===== config.mk =====
export PLATFORM = sky130hd
export DESIGN_NAME = rf_dump
export DESIGN_NICKNAME = d
export VERILOG_FILES = /design/src/rtl/rf_pkg.sv /design/src/rtl/rf_dump_outreg.sv /design/src/rtl/rf_dump.sv
export SDC_FILE = /design/constraint.sdc
export NUM_CORES = 1
export LEC_CHECK = 0
export ABC_CLOCK_PERIOD_IN_PS = 1650
export BUFFER_PORTS_ARGS = -buffer_cell sky130_fd_sc_hd__buf_2
export CELL_PAD_IN_SITES_DETAIL_PLACEMENT = 0
export CELL_PAD_IN_SITES_GLOBAL_PLACEMENT = 1
export CORE_UTILIZATION = 34
export CTS_BUF_LIST = sky130_fd_sc_hd__clkbuf_4 sky130_fd_sc_hd__clkbuf_8 sky130_fd_sc_hd__clkbuf_16
export DETAILED_ROUTE_END_ITERATION = 12
export PLACE_DENSITY_LB_ADDON = 0.1
export SYNTH_ARGS = -nofsm -noshare
export SYNTH_HDL_FRONTEND = slang
export SYNTH_SLANG_ARGS = --single-unit

===== constraint.sdc =====
create_clock -name CLK -period 1.65 [get_ports CLK]
set_input_delay 0 -clock CLK [delete_from_list [all_inputs] [get_ports CLK]]
set_output_delay 0 -clock CLK [all_outputs]
set_load 0.05 [all_outputs]

===== src/rtl/rf_pkg.sv =====
// Shared register-file constants and the dump engine state type.
// The register file and the writeback stage use these as well.
package rf_pkg;
    localparam int RF_AW = 5;
    localparam int RF_DW = 32;
    localparam int RF_N  = 32;

    typedef enum logic [1:0] {IDLE, RUN, DRAIN} dump_state_t;
endpackage


===== src/rtl/rf_dump_outreg.sv =====
// Valid/data/index output register with load enable, drop on accept and a
// synchronous clear that overrides both.
module rf_dump_outreg #(
    parameter int AW = 5,
    parameter int DW = 32
) (
    input  logic          CLK,
    input  logic          reset_n,
    input  logic          clear,
    input  logic          load,
    input  logic          drop,
    input  logic [DW-1:0] in_data,
    input  logic [AW-1:0] in_idx,
    output logic          out_valid,
    output logic [DW-1:0] out_data,
    output logic [AW-1:0] out_idx
);
    always_ff @(posedge CLK or negedge reset_n) begin
        if (!reset_n) begin
            out_valid <= 1'b0;
            out_data  <= '0;
            out_idx   <= '0;
        end else if (clear) begin
            out_valid <= 1'b0;
        end else if (load) begin
            out_valid <= 1'b1;
            out_data  <= in_data;
            out_idx   <= in_idx;
        end else if (drop) begin
            out_valid <= 1'b0;
        end
    end
endmodule


===== src/rtl/rf_dump.sv =====
// Register-file read-out engine: walks the read port from the first index to
// N_REGS-1 and streams each value through a valid/ready output.
module rf_dump
    import rf_pkg::*;
#(
    parameter int N_REGS    = RF_N,
    parameter int AW        = RF_AW,
    parameter int DW        = RF_DW,
    parameter int SKIP_ZERO = 1
) (
    input  logic          CLK,
    input  logic          reset_n,
    input  logic          start,
    input  logic          abort,
    output logic          busy,
    output logic          done,
    output logic [AW-1:0] RDA,
    input  logic [DW-1:0] RD,
    output logic          out_valid,
    input  logic          out_ready,
    output logic [DW-1:0] out_data,
    output logic [AW-1:0] out_idx
);
    if (N_REGS > (1 << AW) || N_REGS <= SKIP_ZERO) begin : g_param_check
        $error("rf_dump: N_REGS must be <= 2**AW and > SKIP_ZERO");
    end

    dump_state_t   state_q, state_d;
    logic [AW-1:0] rd_ptr_q, rd_ptr_d;
    logic          done_d;
    logic          load;
    logic          accept_last;
    logic          at_last;

    assign load        = (state_q == RUN) && (!out_valid || out_ready);
    assign accept_last = (state_q == DRAIN) && out_valid && out_ready;
    assign at_last     = (rd_ptr_q == AW'(N_REGS - 1));
    assign busy        = (state_q != IDLE);
    assign RDA         = rd_ptr_q;

    always_ff @(posedge CLK or negedge reset_n) begin
        if (!reset_n) begin
            state_q  <= IDLE;
            rd_ptr_q <= '0;
            done     <= 1'b0;
        end else begin
            state_q  <= state_d;
            rd_ptr_q <= rd_ptr_d;
            done     <= done_d;
        end
    end

    // abort overrides start and any handshake in the same cycle
    always_comb begin
        state_d  = state_q;
        rd_ptr_d = rd_ptr_q;
        done_d   = 1'b0;
        if (abort) begin
            state_d  = IDLE;
            rd_ptr_d = '0;
        end else begin
            case (state_q)
                IDLE: begin
                    if (start) begin
                        rd_ptr_d = (SKIP_ZERO != 0) ? AW'(1) : '0;
                        state_d  = RUN;
                    end
                end
                RUN: begin
                    if (load) begin
                        if (at_last) state_d  = DRAIN;
                        else         rd_ptr_d = rd_ptr_q + 1'b1;
                    end
                end
                DRAIN: begin
                    if (accept_last) begin
                        done_d  = 1'b1;
                        state_d = IDLE;
                    end
                end
                default: state_d = IDLE;
            endcase
        end
    end

    rf_dump_outreg #(.AW(AW), .DW(DW)) u_outreg (
        .CLK      (CLK),
        .reset_n  (reset_n),
        .clear    (abort),
        .load     (load),
        .drop     (accept_last),
        .in_data  (RD),
        .in_idx   (rd_ptr_q),
        .out_valid(out_valid),
        .out_data (out_data),
        .out_idx  (out_idx)
    );
endmodule


==> results.json <==
{
  "swShare_pct": 37.6,
  "synthFlopType": "dfrtp_1",
  "drv_cap": 0,
  "path_cells": "ha_4 -> and3_4 -> ha_4 -> inv_2 -> a311o_1 -> mux2_4",
  "final_nets": 294,
  "worstSetupStartpoint": "RDA[0]",
  "post_synth_inst_count": 129,
  "synth-seq-cells": 46,
  "yosysSeqAreaShare_pct": 57.2,
  "finalSetupTns_ns": 0,
  "nFillCells": 491,
  "power_frac_seq_pct": 38.6,
  "antenna_found_initial": 0,
  "syn_area_um2": 2010,
  "clk_latency_ns": 0.29,
  "via_per_inst": 4.49,
  "p_comb_share_pct": 38.3,
  "r2r_start": "RDA[0]",
  "cp.required_ns": 1.83,
  "critPathMaxFanout": 3,
  "crit_family": "flip-flops",
  "power.density_nw_per_um2": 1200,
  "synth_most_common_cell": "dfrtp_1",
  "cts_root_buf": "clkbuf_8",
  "dr.pass1.iters": 4,
  "outcome": "complete, no violations",
  "clockBufferDepth": 2,
  "worstSetupEndpointType": "flip-flop",
  "yosys_warnings": 0,
  "path_buf_inv": 1,
  "ant_nets": 0,
  "finalCritPeriodShare_pct": 97.3,
  "initialDrtViolationCount": 40,
  "rows": 27,
  "cp.arrival_ns": 1.79,
  "crit_type": "flip-flop to flip-flop",
  "grt_first_pass_wirelength_um": 7130,
  "gr-usage-all-layers_pct": 14.8,
  "yosys-top-cells-count": "dfrtp_1, mux2_4, mux2_2, inv_1",
  "ir_drop_mv": 0.622,
  "hold_violations": 0,
  "intPower_mw": 2.29,
  "yosysTopAreaCell": "dfrtp_1",
  "place_congestion": 0.815,
  "relSlewSlack_pct": 64.2,
  "synth.avg_cell_area_um2": 15.6,
  "crit_top_cell": "ha_4",
  "synth_cell_types": 29,
  "clkPwrFrac_pct": 23.1,
  "slew_viol_final": 0,
  "hp-class": "input port to flip-flop",
  "worstSetupStartpointType": "flip-flop",
  "slowest_delay_ns": 0.43,
  "grt_pass1_vias": 1506,
  "critical_path.slowest_cell": "dfrtp_2",
  "rsz0062_at_grt": "yes",
  "setup_viol": 0,
  "syn_to_final_growth_pct": 52.6,
  "die_area_um2": 6230,
  "die_w_um": 78.9,
  "syn_nets": 168,
  "power_mw": 3.67,
  "wl_um": 4420,
  "yosys-top-cells-area": "dfrtp_1, mux2_4, mux2_2, buf_6, ha_1",
  "grt_start_max_net_pins": 25,
  "pin_count": 82,
  "worst_pin_slew_ns": 0.537,
  "drc": 0,
  "layout-drive-gt1-share_pct": 57.4,
  "max_freq_ghz": 0.623,
  "diodes": 0,
  "grt.overflow.total": 0,
  "fin_worst_skew_ns": 0.00381,
  "p_leak_nw": 1.58,
  "synth-edff-count": 0,
  "cts_sinks": 46,
  "async_reset_ff_share_pct": 100,
  "switchingPower_mw": 1.38,
  "start_util_pct": 35.9,
  "yosys.area.top_type_share_pct": 57.2,
  "h-tree-depth": 2,
  "num_vias": 1472,
  "tritoncts": "yes",
  "path_clk_slew_ns": 0.08,
  "wl_per_cell_um": 13.5,
  "hpwl_um": 2960,
  "die_h_um": 78.9,
  "numCtsBuffers": 5,
  "fin_crit_ns": 1.60,
  "portBuffers": 81,
  "min_from": "start",
  "coreArea_um2": 5610
}
layout by cell type, fill, tap and decap left out, drive strengths merged, types with 2 or more instances in the layout:
master and instances:
and3 2, dfrtp 46, nand2 4, dlygate4sd3 35
inv 5, a31oi 2, mux2 38, ha 2
nor2 2, a21oi 2, buf 90, nor3b 3
clkbuf 7, mux2i 2, nand3b 2, o21ai 2
final timing paths:
check / end / slack, ns / cells past startpoint
setup / recovery: RDA[0] / 0.05 / 6
hold / removal: state_q[0] / 0.04 / 3
setup reg to reg: RDA[0] / 0.05 / 6
hold reg to reg: u_outreg.out_data[9] / 0.51 / 1
max in group asynchronous: RDA[1] / 0.89 / 3
min in group asynchronous: u_outreg.out_data[11] / 0.23 / 2
layout make-up:
type,instances,area (um2),area share (%)
Timing Repair Buffer,125,865,28.2
Inverter,5,18.8,0.611
Clock buffer,7,83.8,2.73
Tap cell,72,90.1,2.94
Multi-Input combinational cell,72,826,26.9
Sequential cell,46,1160,37.7
Clock inverter,1,30.0,0.978
power groups by stage:
stage	clock network (mW)	registers, mW	logic (mW)
final	0.850	1.42	1.41
after global routing	0.931	1.44	1.47
after CTS	0.866	1.42	1.41
after detailed placement	0	1.44	1.34
after global placement	0	1.43	1.33
after floorplan	0	2.11	0.331
per-stage QoR:
step                area [um2]  hold WS (ns)  std cells  worst slack [ns]  utilization [%]
finish                    3070        0.0380        328            0.0452             54.7
global route              3070        0.0740        328          -0.00674             54.7
CTS                       3050        0.0236        327            0.0110             54.5
detailed placement        2590        0.0119        284            0.0297             46.2
global placement          2590       0.00892        284            0.0766             46.2
floorplan                 2050        -0.296        129            -0.199                -
state kept, by name, summed over array words and instances (netlist names):
register	flops
u_outreg.out_valid	1
RDA	5
state_q	2
done	1
u_outreg.out_data	32
u_outreg.out_idx	5
layer usage:
metal / part of all wire, % / vias up / GRT usage, % / wire length, um
met4: 1.2 / 0 / 4.36 / 51
li1: - / 706 / - / -
met2: 46 / 54 / 24.6 / 2030
met5: 0 / - / 0 / 0
met3: 7.0 / 6 / 4.60 / 310
met1: 46 / 706 / 18.5 / 2030
cells by family (layout without fill, tap and decap cells):
family	Yosys count	in the layout	share of synthesized area, %
AO/OA/AOI/OAI	10	10	3.30
adder cells (fa/ha/maj)	2	2	1.24
buffers and inverters	11	138	3.36
flip-flops	46	46	57.2
multiplexers	40	40	27.9
AND/OR/NAND/NOR	20	20	6.97
worst min-delay path, delay by kind of cell:
family / cells / cell delay [ns]
AOI/OAI and AO/OA: 2 / 0.19
buffers and inverters: 1 / 0.10
timing repair:
action / in CTS / in global routing
endpoints found under the hold margin: 57 / 0
endpoints found under the setup margin: 0 / 5
resized for setup: 0 / 2
buffers inserted: 0 / 1
hold buffers: 35 / 0
No activity file was read; power rests on OpenSTA's default activity.
